**config.mk**
```make
export PLATFORM = sky130hd
export DESIGN_NAME = dallanma_cozucu
export DESIGN_NICKNAME = d
export VERILOG_FILES = /design/src/rtl/dallanma_cozucu.sv
export SDC_FILE = /design/constraint.sdc
export NUM_CORES = 1
export LEC_CHECK = 0
export CORE_MARGIN = 2
export CORE_UTILIZATION = 54
export DETAILED_ROUTE_END_ITERATION = 8
export MAX_ROUTING_LAYER = met4
export PLACE_DENSITY = 0.8
export RECOVER_POWER = 25
export SLEW_MARGIN = 20
export SYNTH_ARGS = -nofsm -noshare
export SYNTH_HDL_FRONTEND = slang
export SYNTH_SLANG_ARGS = --single-unit
```
**constraint.sdc**
```tcl
create_clock -name clk -period 7.7 [get_ports clk]
set_clock_uncertainty 0.15 [all_clocks]
set_input_delay 1.54 -clock clk [delete_from_list [all_inputs] [get_ports clk]]
set_output_delay 1.54 -clock clk [all_outputs]
set_load 0.01 [all_outputs]
```
**src/rtl/dallanma_cozucu.sv**
```systemverilog
// dallanma_cozucu: in-order branch resolution, predictor update, fetch redirect and perf counters
module dallanma_cozucu #(
    parameter int KUYRUK_DERINLIK = 4,
    parameter int SAYAC_BIT = 32
) (
    input  logic                 clk,
    input  logic                 rst,
    input  logic                 getir_gecerli,
    input  logic [31:0]          getir_ps,
    input  logic                 getir_tahmin_dallan,
    input  logic [31:0]          getir_tahmin_ps,
    output logic                 getir_hazir,
    input  logic                 yurut_gecerli,
    input  logic [31:0]          yurut_ps,
    input  logic                 yurut_dallan,
    input  logic [31:0]          yurut_dallan_ps,
    output logic                 guncelle_gecerli,
    output logic [31:0]          guncelle_ps,
    output logic                 guncelle_dallan,
    output logic [31:0]          guncelle_dallan_ps,
    output logic                 yonlendir,
    output logic [31:0]          yonlendir_ps,
    output logic [SAYAC_BIT-1:0] dallan_sayaci,
    output logic [SAYAC_BIT-1:0] hata_sayaci,
    output logic                 sira_hatasi
);
    localparam int AW = $clog2(KUYRUK_DERINLIK);

    logic [31:0]          ps_mem [KUYRUK_DERINLIK];
    logic                 td_mem [KUYRUK_DERINLIK];
    logic [31:0]          tp_mem [KUYRUK_DERINLIK];
    logic [AW:0]          wp_q, wp_d, rp_q, rp_d;
    logic                 gg_q, gd_q, y_q, err_q, err_d;
    logic [31:0]          gps_q, gdps_q, yps_q, yps_d;
    logic [SAYAC_BIT-1:0] dc_q, dc_d, hc_q, hc_d;
    logic                 bos, dolu, it, sira_bozuk, hata;
    logic [31:0]          dogru_ps;

    assign bos        = wp_q == rp_q;
    assign dolu       = (wp_q[AW-1:0] == rp_q[AW-1:0]) && (wp_q[AW] != rp_q[AW]);
    assign it         = getir_gecerli && !dolu;
    assign dogru_ps   = yurut_dallan ? yurut_dallan_ps : yurut_ps + 32'd4;
    assign sira_bozuk = bos || ps_mem[rp_q[AW-1:0]] != yurut_ps;
    assign hata       = sira_bozuk || tp_mem[rp_q[AW-1:0]] != dogru_ps;

    always_comb begin
        wp_d  = wp_q + (AW+1)'(it);
        rp_d  = !yurut_gecerli ? rp_q : hata ? wp_d : rp_q + (AW+1)'(1);
        yps_d = yurut_gecerli && hata ? dogru_ps : yps_q;
        err_d = err_q || (yurut_gecerli && sira_bozuk);
        dc_d  = dc_q + SAYAC_BIT'(yurut_gecerli && dc_q != '1);
        hc_d  = hc_q + SAYAC_BIT'(yurut_gecerli && hata && hc_q != '1);
    end

    always_ff @(posedge clk)
        if (it) begin
            ps_mem[wp_q[AW-1:0]] <= getir_ps;
            td_mem[wp_q[AW-1:0]] <= getir_tahmin_dallan;
            tp_mem[wp_q[AW-1:0]] <= getir_tahmin_ps;
        end

    always_ff @(posedge clk or posedge rst)
        if (rst) begin
            wp_q   <= '0;
            rp_q   <= '0;
            gg_q   <= 1'b0;
            gps_q  <= '0;
            gd_q   <= 1'b0;
            gdps_q <= '0;
            y_q    <= 1'b0;
            yps_q  <= '0;
            dc_q   <= '0;
            hc_q   <= '0;
            err_q  <= 1'b0;
        end else begin
            wp_q   <= wp_d;
            rp_q   <= rp_d;
            gg_q   <= yurut_gecerli;
            gps_q  <= yurut_gecerli ? yurut_ps : gps_q;
            gd_q   <= yurut_gecerli ? yurut_dallan : gd_q;
            gdps_q <= yurut_gecerli ? yurut_dallan_ps : gdps_q;
            y_q    <= yurut_gecerli && hata;
            yps_q  <= yps_d;
            dc_q   <= dc_d;
            hc_q   <= hc_d;
            err_q  <= err_d;
        end

    assign getir_hazir        = !dolu;
    assign guncelle_gecerli   = gg_q;
    assign guncelle_ps        = gps_q;
    assign guncelle_dallan    = gd_q;
    assign guncelle_dallan_ps = gdps_q;
    assign yonlendir          = y_q;
    assign yonlendir_ps       = yps_q;
    assign dallan_sayaci      = dc_q;
    assign hata_sayaci        = hc_q;
    assign sira_hatasi        = err_q;

    logic unused_td;
    assign unused_td = td_mem[0];
endmodule

```
==> results list <==
- Result of the run: finished, violations left
- Failing checks: capacitance limit, slew limit
- Entering global routing, the biggest net connects 68 pins.
- Post-CTS setup buffer count: 0
- Global route overflow: 0
- Once placement completed, the tool counted placed cells totaling 1,933.
* Average detailed-routed wire length per instance: 23.81 µm
- In the routed design, unresolved DRC markers number 0.
- In this run the cell area of the synthesized design comes to 18,640 µm².
- Setup violations remaining at the end of the flow were counted as 0.
* Minimum period implied by the final worst setup slack: 6410 ps
- At the end of routability-driven placement, the weighted congestion stood at 0.8893.
* Number of enable-type register cells in the synthesized netlist: 256
- For the pin with the worst max-slew slack, the measured transition is 1983 ps.
- Traced cell by cell, the critical path runs through clkdlybuf4s50_1 -> nand4_1 -> nor4_4 -> or4b_1 -> xnor2_2 -> xnor2_1 -> a41o_1 -> nand4_2 -> nand2_4 -> a31oi_1 -> ha_1 -> ha_1 -> inv_1 -> nor2_1 -> nand4_1 -> nor2_1 -> xor2_1.
- Number of distinct standard cells referenced by the synthesized netlist: 78
- Area growth syn-to-layout: 26.00%
- The worst setup path is launched from a primary input.
- In this run the standard cell core region covers 34,290 µm².
- Gate count of the mapped netlist: 1,218
* Number of CTS-inserted buffers: 43
- Global Route Usage Sum: 27.71%
- Vias per cell: between 5 and 6
* CTS tree: built
- Starting Density: roughly 54%
* Pleak: 0.008685 µW
- Violation count after the first detailed-route iteration: roughly 1,100
* DRT Wirelength: ~48 mm
- In the finished design, the share of the clock period the worst path needs comes to between 80% and 90%.
- Antenna violation net count after detailed routing: 0
- Total count of max-transition violations in the final report: 29
- Worst path slowest cell: clkdlybuf4s50_1
* Hold path startpoint: dallan_sayaci[31]
* Start point of the critical path: yurut_ps[2]
- In this run the tightest slew margin relative to its limit is -32.19%.
- Setup TNS: 0 ps
- Share of post-route cells with drive strength above 1: 16.71%
- Synth warnings: 0
- For this design the top-level I/O count stands at 299.
- Total number of H-tree levels: 2
- Number of global-route vias before repair: roughly 12,000
- In this run the biggest area consumer among cell types represents roughly two fifths of the synthesized area.
* Start of the worst register-to-register path: rp_q[0]
* Number of filler instances in the final layout: 2,315
* Post-synthesis area per instance: 15.30 µm²
* Critical path start-end classification: in -> reg
* Clock latency on the worst-skew pair: 550 ps
* Clock slew seen by the registers of the worst setup and hold paths: about 60 ps
- CTS sink cnt: about 430
- Crit path required time: around 8000 ps
* Ratio of total power to cell area: 303.6 nW/µm²
- Top flip-flop cell by instance count after synthesis: edfxtp_1
* Number of search-and-repair iterations in the first detailed-routing pass: 8
- After synthesis, flip-flops and latches occupy 64.08% of the total area.
* Total Die Area: 36,010 µm²
- For this run, the top clock speed supported by timing is 156.0 MHz.
- The tool flagged a number of max-cap violations equal to 1.
- Setup repair after global routing left no endpoint under its margin.
* Hold buffer count at cts: 0
* Total via count after detailed routing: 12,000
- In this run the worst path has a maximum fanout of 11.
* Capturing element type of the critical path: flop
* Antenna violations before repair: 14
* Total power after layout: 7128 µW
- Height of the die: 189.8 µm
* Top sig layer: met4
- # nets final: 1,665
- When the netlist entered floorplanning its net count stood at around 1,400.
- Kind of path behind the tightest hold check: reg -> reg
- The biggest area contributor in the post-synthesis netlist is edfxtp_1.
- The number of endpoints with negative hold slack in the final report was 0.
* Total of buffers placed on input and output ports: 297
- For the worst setup path, the data arrival time is 6720 ps.
- In the post-synthesis netlist, the biggest area contributors are edfxtp_1, dfrtp_1, mux4_2.
- Quantity of gates resized following cts: 0
- Peak supply drop: 0.1948 mV
- Horiz. Die Dim: approximately 190 µm
* Fraction of registers with async set/reset: 39.91%
- First-pass GRT wire length: 72.31 mm
- In this run the deepest clock path goes through 3 buffers.
* Metal3 WL: 4.142 mm
- On the worst path, the slowest cell contributes a delay of 850 ps.
- Detailed placement ended at an HPWL of 33.58 mm.
* Final instance count without filler cells: roughly 2,000
- Counting flops and latches in the post-synthesis netlist gives 426.
- Detail Route met2 WL: around 24 mm
* Routed metal-1 wirelength: 18.73 mm
- CTS Root Cell: clkbuf_16
* Floorplan row count: a little under 70
==> cells in the mapped netlist, drive strengths merged (2+ instances only) <==
master and number:
and2 3, mux2i 32, nor4 18, a21oi 10, o31a 2, dfrtp 170
edfxtp 256, a222oi 2, a211o 2, a31o 2, inv 24, nand4 36
o31ai 4, nand2 63, mux2 95, nand2b 5, and3 15, buf 44
nand3b 2, or3b 2, o21ai 28, mux4 55, a221oi 3, or4 8
or3 5, nor2b 5, o211ai 4, a2bb2oi 5, nor2 40, a41o 2
and4 9, clkbuf 16, ha 8, a31oi 13, xnor2 100, nor3 11
o22ai 2, nand3 55, o21a 2, nor4b 2, nor3b 2, xor2 37
==> power by group <==
| part | switching (µW) | internal, µW | total (µW) |
|---|---|---|---|
| combinational | 985 | 928 | 1910 |
| sequential | 249 | 2880 | 3130 |
| clock | 862 | 1220 | 2090 |
==> cell usage in the layout (no fill, tap or decap), types with 13 or more instances in the layout <==
master,synthesis,layout
clkbuf_16,0,45
dlygate4sd3_1,0,64
nor2_1,40,39
nor4_1,14,14
mux2_2,73,73
mux4_2,55,55
o21ai_0,28,28
nand2_1,62,62
edfxtp_1,256,256
inv_1,24,23
xor2_1,37,37
diode_2,0,14
buf_4,3,23
nand4_1,33,33
mux2i_1,32,32
clkdlybuf4s50_1,0,231
nand3_1,54,54
mux2_4,22,22
a31oi_1,13,13
xnor2_1,99,99
dfrtp_1,170,168
and3_1,15,14
==> sequential cells by signal, indices dropped and copies added (netlist names) <==
signal,count
dallan_sayaci,32
guncelle_dallan,1
guncelle_dallan_ps,32
guncelle_gecerli,1
guncelle_ps,32
hata_sayaci,32
ps_mem,128
rp_q,3
sira_hatasi,1
tp_mem,128
wp_q,3
yonlendir,1
yonlendir_ps,32
==> per-stage QoR <==
| stage | hold WS [ps] | cell area (µm²) | utilization, % | setup WS [ps] |
|---|---|---|---|---|
| 2_1_floorplan | 328.2 | 18640 | - | 663.7 |
| 3_3_place_gp | 323.1 | 22030 | 64.25 | 1025 |
| 3_5_place_dp | 341.4 | 22030 | 64.25 | 883.9 |
| 4_1_cts | 349.8 | 23450 | 68.39 | 1434 |
| 5_1_grt | 367.3 | 23480 | 68.48 | 944.3 |
| 6_report | 350.7 | 23480 | 68.48 | 1290 |
==> worst paths after layout <==
| path | slack, ps | end | cells after the start |
|---|---|---|---|
| min in group asynchronous | 1320 | guncelle_dallan_ps[30] | 2 |
| worst max register to register | 2330 | hata_sayaci[30] | 16 |
| max in group asynchronous | 4620 | rp_q[0] | 3 |
| worst min register to register | 350 | dallan_sayaci[31] | 1 |
| worst max-delay path | 1290 | hata_sayaci[30] | 17 |
| worst min-delay path | 350 | dallan_sayaci[31] | 1 |
==> layout make-up <==
| class | count | area, µm² | area share (%) |
|---|---|---|---|
| Multi-Input combinational cell | 707 | 6277 | 26.73 |
| Clock inverter | 22 | 192.7 | 0.8206 |
| Clock buffer | 56 | 1227 | 5.227 |
| Timing Repair Buffer | 320 | 3134 | 13.35 |
| Sequential cell | 426 | 11950 | 50.88 |
| Inverter | 25 | 98.84 | 0.4210 |
| Antenna cell | 14 | 35.03 | 0.1492 |
| Tap cell | 455 | 569.3 | 2.424 |
==> worst max-delay path: cells and delay by family <==
kind | cells | cell delay (ps)
fa+ha+maj | 2 | 470
buf+inv | 2 | 910
compound gates | 2 | 510
simple gates | 8 | 2770
xor+xnor | 3 | 510
==> logic make-up after synthesis <==
family,after synthesis,share of synthesized area (%)
xor+xnor,138,6.600
fa+ha+maj,8,0.5371
simple gates,283,8.372
buf+inv,85,2.343
mux,182,14.55
flops,426,64.08
compound gates,96,3.525
==> layer usage <==
layer | up-vias | GRT usage (%)
met5 | - | -
met2 | 626 | 45.03
li1 | 5273 | -
met3 | 95 | 5.368
met4 | 0 | 9.273
met1 | 6002 | 35.42
No activity file was read; power rests on OpenSTA's default activity.
==> variant, RTL diff (same flow settings) <==
Change the parameter `KUYRUK_DERINLIK` from 4 to 16.
--- a/src/rtl/dallanma_cozucu.sv
+++ b/src/rtl/dallanma_cozucu.sv
@@ -1,6 +1,6 @@
 // dallanma_cozucu: in-order branch resolution, predictor update, fetch redirect and perf counters
 module dallanma_cozucu #(
-    parameter int KUYRUK_DERINLIK = 4,
+    parameter int KUYRUK_DERINLIK = 16,
     parameter int SAYAC_BIT = 32
 ) (
     input  logic                 clk,
Behaviour: no difference found for any inputs over 4 cycles, from zero or initial values and one cycle with rst high; that may be too few to reach the edited logic, so the function may still have changed.
==> variant against the original RTL <==
  * Final cell count rose by 110%
  * Sequential share of layout area rose by 11 points
  * Critical path type unchanged
  * Sequential cell count rose by 772
  * Critical path depth rose by 3
  * Worst setup slack got worse by 0.26 ns
  * Register-to-register slack got worse by 1.0 ns
  * Routed wire length rose to 2.8 times the old value
  * Area after synthesis rose to 2.6 times the old value
  * Cell area rose by 140%
  * The run still ends with max-capacitance violations, max-slew violations left
  * Maximum frequency fell by 3.9%
  * First-iteration DRC count rose to 3.1 times the old value
  * Combinational power rose to 3.0 times the old value
  * Power rose to 2.7 times the old value
==> variant: results (changes against the original RTL) <==
Global routing
  • Largest net degree at the start of global routing: 95 (+40%)
  • Vias in the first global route: 27.16k (+130%)
  • Antenna violations before repair: 25 (+11)
  • First-pass GRT wire length: 189500 um (+160%)
  • Global Route Usage Sum: 29.91% (+2.2 points)

Placed design
  • Post-DP HPWL: 81040 um (+140%)
  • Dpl cell area: 0.05281 mm^2 (+140%)
  • Placed cell count: 3988 (+110%)
  • Pre-CTS setup slack: 0.4368 ns (-0.4471 ns)
  • GPL Wtd Cong: 0.9658 (+8.6%)

Power
  • NetSw: 6.039 mW (+190%)
  • Peak supply drop: 0.2423 mV (+24%)
  • P_leak: 19.13 nW (+120%)

Cells and area
  • Layout cells sized above 1: 18.62% (+1.9 points)
  • Post-Layout Cell Count: 4214 (+110%)
  • Number of nets at the end of the flow: 3079 (+85%)

Logic synthesis
  • Seq/Total Area, Yosys: 72.63% (+8.6 points)
  • EDFF count, synth: 1024 (+300%)
  • Distinct cell type count after synthesis: 69 (-12%)
  • Post-synthesis compound-gate area fraction: 3.386% (-0.14 points)
  • Syn Nets: 2735 (+100%)
  • Post-synthesis adder-cell area fraction: 0.2071% (-0.33 points)
  • Ys flop type: edfxtp_1
  • Main area contributors after synthesis: edfxtp_1 (64%), mux4_2 (10%), dfrtp_1 (9.0%)
  • Synth Instances: 2593 (+110%)
  • Fraction of registers with async set/reset: 14.52% (-25 points)
  • Mux cell area share after synthesis: 15.29% (+0.74 points)
  • Post-synthesis xor/xnor area fraction: 2.392% (-4.2 points)
  • Synth cell count leaders: edfxtp_1 (1024), mux4_2 (216), dfrtp_1 (174)

Run
  • Max_cap viols: 1 (unchanged)

Clock network
  • Clk buf depth: 3 (unchanged)
  • CTS Buf Count: 112 (+160%)
  • H-tree Lvls: 3 (+1)
  • Clk Latency, worst-skew pair: 0.71 ns (+0.16 ns)
  • Root buffer cell: clkbuf_16

Critical path
  • Critical path data arrival time: 7.14 ns (+0.42 ns)
  • Largest stage delay on the critical path: 0.81 ns (-0.04 ns)

Detailed routing
  • First-pass DRT Iterations: 7 (-1)
  • DR WL/cell: 31.58 um (+33%)
  • Vias per cell: 6.499 (+9.7%)
  • Drt first-iter violations: 3417 (+210%)

Timing
  • Worst-Margin Slew: 4.160 ns (+2.177 ns)
  • Endpoints failing setup: 0 (unchanged)
  • Max Slew Vio Count: 95 (+230%)

Run status
  • Status: finished with violations
  • Failing checks: max-capacitance violations, max-slew violations
==> variant: layer usage <==
layer	GRT usage (%)	wire length, um	up-vias
li1	-	-	11137
met1	37.22	47060	13919
met2	47.17	63970	1937
met3	6.725	15320	394
met4	13.84	6731	0
met5	-	0	-
==> variant: layout make-up <==
class	count	area (um^2)
well taps	1165	1458
flip-flops and latches	1198	35120
clock inverters	63	546.8
repair buffers	377	3691
diodes	20	50.05
inverters	25	95.09
clock buffers	143	2992
multi-input cells	1223	12450
fillers	5800	32110
==> variant: power groups by stage <==
stage	Sequential, mW	Combinational (mW)	Clock [mW]
5_1_grt	8.24	5.90	5.58
6_report	8.19	5.64	5.31
3_3_place_gp	8.25	5.43	0
4_1_cts	8.19	5.59	5.36
2_1_floorplan	8.11	3.76	0
3_5_place_dp	8.30	5.51	0
==> variant: critical path: cells and delay by family <==
kind | cells | cell delay [ns]
simple gates | 12 | 2.90
compound gates | 2 | 0.82
buf+inv | 2 | 1.06
fa+ha+maj | 2 | 0.43
xor+xnor | 2 | 0.36
==> variant: path summary, 6_finish.rpt <==
kind	from	end	slack [ns]	depth (start not counted)
hold / removal	guncelle_ps[20]	guncelle_ps[20]	0.35	1
max in group asynchronous	rst	rp_q[2]	2.68	2
setup / recovery	yurut_ps[4]	hata_sayaci[30]	1.03	20
hold reg to reg	guncelle_ps[20]	guncelle_ps[20]	0.35	1
setup reg to reg	rp_q[0]	hata_sayaci[28]	1.30	19
min in group asynchronous	rst	dallan_sayaci[28]	2.40	2
==> variant: logic make-up after synthesis <==
| kind of cell | after synthesis |
|---|---|
| and+or+nand+nor | 391 |
| buffers and inverters | 172 |
| adders and majority gates | 8 |
| AOI/OAI and AO/OA | 239 |
| muxes | 453 |
| xor gates and xnor gates | 132 |
| DFF | 1198 |
==> variant: per-stage QoR <==
step / hold WS, ns / power [mW]
finish: 0.3540 / 19.14
CTS: 0.3556 / 19.13
floorplan: 0.3346 / 11.87
detailed placement: 0.3451 / 13.82
global placement: 0.3123 / 13.68
global route: 0.3678 / 19.72
